File: src/rtl/fp_add_normalize_if.sv
// Operand and result handshake bundle between Alignment, this stage and its consumer.
interface fp_add_normalize_if #(
    parameter int unsigned EXP_WIDTH = 8,
    parameter int unsigned MAN_WIDTH = 23
);
    logic                         in_valid;
    logic                         in_ready;
    logic                         sign_a;
    logic                         sign_b;
    logic [EXP_WIDTH-1:0]         exponent_out;
    logic [MAN_WIDTH:0]           aligned_mantissa_a;
    logic [MAN_WIDTH:0]           aligned_mantissa_b;
    logic                         out_valid;
    logic                         out_ready;
    logic [EXP_WIDTH+MAN_WIDTH:0] result;
    logic                         overflow;

    // Upstream/downstream side: drives operands and result acceptance
    modport master (
        output in_valid, sign_a, sign_b, exponent_out,
               aligned_mantissa_a, aligned_mantissa_b, out_ready,
        input  in_ready, out_valid, result, overflow
    );

    // Adder stage side
    modport slave (
        input  in_valid, sign_a, sign_b, exponent_out,
               aligned_mantissa_a, aligned_mantissa_b, out_ready,
        output in_ready, out_valid, result, overflow
    );
endinterface

File: src/rtl/fp_add_normalize.sv
// FP adder back end: add/subtract aligned magnitudes, normalize, pack single precision.
module fp_add_normalize #(
    parameter int unsigned EXP_WIDTH = 8,
    parameter int unsigned MAN_WIDTH = 23
) (
    input  logic              clk,
    input  logic              rst,
    fp_add_normalize_if.slave bus
);
    localparam int unsigned MW = MAN_WIDTH + 1;  // aligned mantissa incl. hidden bit
    localparam int unsigned SW = MAN_WIDTH + 2;  // sum width incl. carry
    localparam int unsigned RW = 1 + EXP_WIDTH + MAN_WIDTH;

    typedef enum logic [1:0] {
        S_IDLE,
        S_ADD,
        S_NORM,
        S_DONE
    } state_t;

    state_t               state;
    state_t               state_nx;

    logic                 sign_a_r;
    logic                 sign_b_r;
    logic [MW-1:0]        man_a_r;
    logic [MW-1:0]        man_b_r;
    logic                 sign_r;
    logic [EXP_WIDTH-1:0] exp_r;
    logic [MW-1:0]        man_r;
    logic                 ovf_r;

    logic                 in_ready_q;
    logic                 out_valid_q;
    logic [RW-1:0]        result_q;
    logic                 overflow_q;

    logic                 in_ready_d;
    logic                 out_valid_d;
    logic [RW-1:0]        result_d;
    logic                 overflow_d;

    logic                 accept;
    logic                 handshake;

    logic [SW-1:0]        add_sum;
    logic                 add_sign;
    logic                 add_carry;
    logic                 add_zero;
    logic [EXP_WIDTH-1:0] exp_inc;

    logic [MW-1:0]        norm_man;
    logic [EXP_WIDTH-1:0] norm_exp;
    logic                 norm_flush;

    assign accept    = bus.in_valid && in_ready_q;
    assign handshake = out_valid_q && bus.out_ready;

    assign bus.in_ready  = in_ready_q;
    assign bus.out_valid = out_valid_q;
    assign bus.result    = result_q;
    assign bus.overflow  = overflow_q;

    // Magnitude add or subtract of the captured operands
    always_comb begin
        add_sum  = '0;
        add_sign = 1'b0;
        if (sign_a_r == sign_b_r) begin
            add_sum  = {1'b0, man_a_r} + {1'b0, man_b_r};
            add_sign = sign_a_r;
        end else if (man_a_r >= man_b_r) begin
            add_sum  = {1'b0, man_a_r - man_b_r};
            add_sign = (man_a_r == man_b_r) ? 1'b0 : sign_a_r;
        end else begin
            add_sum  = {1'b0, man_b_r - man_a_r};
            add_sign = sign_b_r;
        end
        add_carry = add_sum[SW-1];
        add_zero  = (add_sum == '0);
        exp_inc   = exp_r + EXP_WIDTH'(1);
    end

    // One-bit left normalization step; underflow flushes to +0
    always_comb begin
        norm_man   = {man_r[MW-2:0], 1'b0};
        norm_exp   = exp_r - EXP_WIDTH'(1);
        norm_flush = (exp_r == '0) || ((norm_exp == '0) && !norm_man[MW-1]);
    end

    // State register
    always_ff @(posedge clk or posedge rst) begin
        if (rst) state <= S_IDLE;
        else     state <= state_nx;
    end

    // Next-state logic
    always_comb begin
        state_nx = state;
        case (state)
            S_IDLE: if (accept) state_nx = S_ADD;
            S_ADD: begin
                if (add_carry || add_zero || add_sum[MW-1]) state_nx = S_DONE;
                else                                        state_nx = S_NORM;
            end
            S_NORM: if (norm_flush || norm_man[MW-1]) state_nx = S_DONE;
            S_DONE: if (handshake) state_nx = S_IDLE;
            default: state_nx = S_IDLE;
        endcase
    end

    // Output next values; Result is loaded once on entry to DONE and then held
    always_comb begin
        in_ready_d  = (state_nx == S_IDLE);
        out_valid_d = 1'b0;
        result_d    = result_q;
        overflow_d  = overflow_q;
        if (state == S_DONE) begin
            if (handshake) begin
                out_valid_d = 1'b0;
                overflow_d  = 1'b0;
            end else begin
                out_valid_d = 1'b1;
                if (!out_valid_q) begin
                    result_d   = {sign_r, exp_r, man_r[MAN_WIDTH-1:0]};
                    overflow_d = ovf_r;
                end
            end
        end
    end

    // Output registers
    always_ff @(posedge clk or posedge rst) begin
        if (rst) begin
            in_ready_q  <= 1'b1;
            out_valid_q <= 1'b0;
            result_q    <= '0;
            overflow_q  <= 1'b0;
        end else begin
            in_ready_q  <= in_ready_d;
            out_valid_q <= out_valid_d;
            result_q    <= result_d;
            overflow_q  <= overflow_d;
        end
    end

    // Operand capture, add result and normalization datapath
    always_ff @(posedge clk or posedge rst) begin
        if (rst) begin
            sign_a_r <= 1'b0;
            sign_b_r <= 1'b0;
            man_a_r  <= '0;
            man_b_r  <= '0;
            sign_r   <= 1'b0;
            exp_r    <= '0;
            man_r    <= '0;
            ovf_r    <= 1'b0;
        end else begin
            case (state)
                S_IDLE: begin
                    if (accept) begin
                        sign_a_r <= bus.sign_a;
                        sign_b_r <= bus.sign_b;
                        man_a_r  <= bus.aligned_mantissa_a;
                        man_b_r  <= bus.aligned_mantissa_b;
                        exp_r    <= bus.exponent_out;
                        sign_r   <= 1'b0;
                        man_r    <= '0;
                        ovf_r    <= 1'b0;
                    end
                end
                S_ADD: begin
                    if (add_carry) begin
                        sign_r <= add_sign;
                        exp_r  <= exp_inc;
                        if (exp_inc == '1) begin
                            man_r <= '0;
                            ovf_r <= 1'b1;
                        end else begin
                            man_r <= add_sum[SW-1:1];
                        end
                    end else if (add_zero) begin
                        sign_r <= 1'b0;
                        exp_r  <= '0;
                        man_r  <= '0;
                    end else begin
                        sign_r <= add_sign;
                        man_r  <= add_sum[MW-1:0];
                    end
                end
                S_NORM: begin
                    if (norm_flush) begin
                        sign_r <= 1'b0;
                        exp_r  <= '0;
                        man_r  <= '0;
                    end else begin
                        exp_r <= norm_exp;
                        man_r <= norm_man;
                    end
                end
                default: ;
            endcase
        end
    end
endmodule

File: src/flat_wrapper.sv
// flat-port wrapper written by rule: the top's interface ports become plain ports
module fp_add_normalize_flat 
#(
    parameter int unsigned EXP_WIDTH = 8,
    parameter int unsigned MAN_WIDTH = 23
)
  (clk, rst, bus_in_valid, bus_sign_a, bus_sign_b, bus_exponent_out, bus_aligned_mantissa_a, bus_aligned_mantissa_b, bus_out_ready, bus_in_ready, bus_out_valid, bus_result, bus_overflow);
  fp_add_normalize_if #(.EXP_WIDTH(EXP_WIDTH), .MAN_WIDTH(MAN_WIDTH)) bus_i ();
  input  logic clk;
  input  logic rst;
  input wire logic [$bits(bus_i.in_valid)-1:0] bus_in_valid;
  input wire logic [$bits(bus_i.sign_a)-1:0] bus_sign_a;
  input wire logic [$bits(bus_i.sign_b)-1:0] bus_sign_b;
  input wire logic [$bits(bus_i.exponent_out)-1:0] bus_exponent_out;
  input wire logic [$bits(bus_i.aligned_mantissa_a)-1:0] bus_aligned_mantissa_a;
  input wire logic [$bits(bus_i.aligned_mantissa_b)-1:0] bus_aligned_mantissa_b;
  input wire logic [$bits(bus_i.out_ready)-1:0] bus_out_ready;
  output wire logic [$bits(bus_i.in_ready)-1:0] bus_in_ready;
  output wire logic [$bits(bus_i.out_valid)-1:0] bus_out_valid;
  output wire logic [$bits(bus_i.result)-1:0] bus_result;
  output wire logic [$bits(bus_i.overflow)-1:0] bus_overflow;
  assign bus_i.in_valid = bus_in_valid;
  assign bus_i.sign_a = bus_sign_a;
  assign bus_i.sign_b = bus_sign_b;
  assign bus_i.exponent_out = bus_exponent_out;
  assign bus_i.aligned_mantissa_a = bus_aligned_mantissa_a;
  assign bus_i.aligned_mantissa_b = bus_aligned_mantissa_b;
  assign bus_i.out_ready = bus_out_ready;
  assign bus_in_ready = bus_i.in_ready;
  assign bus_out_valid = bus_i.out_valid;
  assign bus_result = bus_i.result;
  assign bus_overflow = bus_i.overflow;
  fp_add_normalize #(.EXP_WIDTH(EXP_WIDTH), .MAN_WIDTH(MAN_WIDTH)) u_core (.clk(clk), .rst(rst), .bus(bus_i));
endmodule
File: config.mk
export PLATFORM = sky130hd
export DESIGN_NAME = fp_add_normalize_flat
export DESIGN_NICKNAME = d
export VERILOG_FILES = /design/src/rtl/fp_add_normalize_if.sv /design/src/rtl/fp_add_normalize.sv /design/src/flat_wrapper.sv
export SDC_FILE = /design/constraint.sdc
export NUM_CORES = 1
export LEC_CHECK = 0
export CAP_MARGIN = 15
export CORE_AREA = 2 2 184 186
export CTS_CLUSTER_DIAMETER = 40
export DETAILED_ROUTE_END_ITERATION = 16
export DIE_AREA = 0 0 186 188
export GPL_ROUTABILITY_DRIVEN = 1
export PLACE_DENSITY = 0.54
export SLEW_MARGIN = 20
export SYNTH_ARGS = -nofsm -noshare
export SYNTH_HDL_FRONTEND = slang
export SYNTH_SLANG_ARGS = --single-unit
File: constraint.sdc
create_clock -name clk -period 4.81 [get_ports clk]
set_input_delay 0.962 -clock clk [delete_from_list [all_inputs] [get_ports clk]]
set_output_delay 0.962 -clock clk [all_outputs]
set_load 0.005 [all_outputs]
==> results.toml, run 1 <==
[grt]
grt_first_pass_wirelength_um = 50000
grt_overflow_total = 0
grt_max_degree = 71
grt.total_usage = 0.181
antenna_found_initial = 0
grt_pass1_vias = 9073

[synth]
seq_area_frac_synth = 0.307
syn-num-nets = 1289
ys_ff_latch = 120
yosys_warnings = 0
yosysTopAreaCell = "dfrtp_1"
postSynthAreaPerCell_um2 = 8.54
synth_top_area_share = 0.305
async_flop_share = 1.00
synth_cell_types = 81
netlist_top_cells_area = "dfrtp_1 (30%), ha_1 (10%), mux2_2 (8.9%)"
synth-edff-count = 0
syn_area_mm2 = 0.00978
yosys_most_used_dff = "dfrtp_1"
syn-instance-count = 1145

[clock_tree]
clkSlewWorstSetupHoldPaths_ns = 0.06
cts_root_buf = "clkbuf_16"
h-tree-depth = 4
clk_latency_ns = 0.44
cts.sinks = 120
cts_tree = "done"
cts_buffers = 17
cts_max_path_buffers = 2

[placement]
dp_hpwl_um = 23900
io_buffers = 96
place_congestion = 0.945

[drt]
met3_length_um = 1800
drt-pass1-iter-count = 7
met2_length_um = 14100
vias = 9202
wirelength_um = 31000
drt-met1-wl_um = 14500
drtIter0Drc = 863
routedWlPerCell_um = 18.1
drc = 0
ant_nets = 0
highest_layer = "met4"
routed_via_density = 5.37

[timing]
max_freq_mhz = 218
hold_viol = 0
worst_pin_slew_ns = 1.05
finalSetupViolCount = 0
min_period_ns = 4.59
rsz0062_at_grt = "no"
slew_headroom = 0.302
finalSetupTns_ns = 0
slew_viol_final = 0
finalCritPeriodShare = 0.955
skew_ns = 0.0172

[setup_path]
worstPathRequired_ns = 5.17
path_max_fanout = 13
worstPathArrival_ns = 4.95
critPathKind = "flip-flop to flip-flop"
critical_path.startpoint_type = "flip-flop"
worst_setup_path_end_kind = "flip-flop"

[floorplanning]
std_cell_rows = 67
die-area_mm2 = 0.0350
die_w_um = 186
core_mm2 = 0.0331
start_util = 0.295
num_io_pins = 97
die_y_um = 188

[final_layout]
antenna_cells = 0
ff_latch_area_mm2 = 0.00300
final_common_cell = "dfrtp_1"
drive_above_1_share = 0.153
nFillCells = 3465
nets = 1397
multi_input_area_mm2 = 0.00622
synthToLayoutAreaGrowth_pct = 24.5
final_cell_mix = "dfrtp_1 (119), clkdlybuf4s50_1 (96), inv_1 (95)"

[min_path]
hold_class = "flip-flop to flip-flop"

[flow_run]
drv_cap = 0

[run_status]
status = "finished clean"
## final timing paths
path                                        from                    end  slack (ns)  cells after the start
hold / removal             u_core.bus.result[24]  u_core.bus.result[24]        0.48                      2
setup / recovery              u_core.man_b_r[15]    u_core.bus.in_ready        0.22                     14
min in group asynchronous                    rst   u_core.bus.result[6]        1.00                      2
max in group asynchronous                    rst    u_core.bus.in_ready        2.98                      3
hold reg to reg            u_core.bus.result[24]  u_core.bus.result[24]        0.48                      2
setup reg to reg              u_core.man_b_r[15]    u_core.bus.in_ready        0.22                     14
## layout make-up
cell class                 count  share of cell area
clock buffer                  18              0.0353
clock inverter                14              0.0172
inverter                      96              0.0298
multi-input combinational    868               0.511
sequential                   120               0.247
tap                          448              0.0461
timing repair buffer         150               0.113
## critical path, cell delays in order (launching register included)
cell     delay [ns]
dfrtp_1        0.41
inv_1          0.06
ha_1           0.41
and4_1         0.36
nand3_1        0.26
or4_4          0.64
nand2_2        0.14
a21oi_2        0.15
or4_4          0.57
nand4_2        0.13
nand3_1        0.08
or4_1          0.48
or4_1          0.55
a31oi_2        0.20
nor2_1         0.07
## sequential cells by signal (all words and copies together) (netlist names), 2 cells and up
signal,flops
u_core.bus.result,32
u_core.man_a_r,24
u_core.man_b_r,24
u_core.man_r,23
u_core.exp_r,8
u_core.state,2
## layer usage
| layer | track usage | vias up |
|---|---|---|
| li1 | - | 4376 |
| met1 | 0.254 | 4444 |
| met2 | 0.283 | 333 |
| met3 | 0.0307 | 49 |
| met4 | 0.0524 | 0 |
| met5 | 0 | - |
## stage by stage
step,area [um^2],util,hold WS [ns],cells,setup WS [ns]
floorplan,9780,-,0.466,1145,0.664
global placement,11500,0.347,0.465,1681,0.203
detailed placement,11500,0.347,0.470,1681,0.106
CTS,12100,0.366,0.485,1713,0.106
global route,12200,0.367,0.513,1714,0.00826
finish,12200,0.367,0.477,1714,0.218
## synthesized netlist by cell type (5+ instances only)
cell type,n
a211o_1,6
a211oi_1,7
a21o_1,15
a21oi_1,81
a221oi_1,5
a222oi_1,9
a22oi_1,12
a31oi_1,18
and2_1,7
and3_1,10
and4_1,5
buf_2,5
clkbuf_1,53
dfrtp_1,119
ha_1,79
inv_1,96
mux2_2,77
mux2i_1,14
nand2_1,87
nand2b_1,18
nand3_1,33
nand4_1,19
nor2_1,73
nor2b_1,9
nor3_1,36
nor4_1,9
o2111ai_1,5
o211ai_1,15
o21a_1,9
o21ai_0,73
o21bai_1,6
o221ai_1,6
o22ai_1,7
o31ai_1,9
or2_2,5
or3_1,12
or4_1,6
xnor2_1,17
## repair_timing
item / in CTS / in global routing
hold buffers: 0 / 0
buffers inserted: 0 / 0
resized for setup: 0 / 7
endpoints found under the setup margin: 0 / 10
## logic make-up after synthesis
kind of cell,after synthesis,share of synthesized area
AO/OA/AOI/OAI,327,0.223
XOR/XNOR,20,0.0179
adder cells (fa/ha/maj),82,0.107
buffers and inverters,158,0.0628
flip-flops,120,0.307
multiplexers,92,0.104
AND/OR/NAND/NOR,346,0.178
Power of run 1 is left out: the tool's default activity adds up to more than one toggle a clock period on the data nets, which glitch-free logic cannot reach.
==> inputs of run 2 (changes only) <==
--- a/config.mk
+++ b/config.mk
@@ -7,7 +7,7 @@
 export LEC_CHECK = 0
 export CAP_MARGIN = 15
 export CORE_AREA = 2 2 184 186
-export CTS_CLUSTER_DIAMETER = 40
+export CTS_CLUSTER_SIZE = 20
 export DETAILED_ROUTE_END_ITERATION = 16
 export DIE_AREA = 0 0 186 188
 export GPL_ROUTABILITY_DRIVEN = 1
==> results of run 2 <==
The final DEF is identical to that of run 1; final timing and power are the same.
Power of run 2 is left out for the same reason.
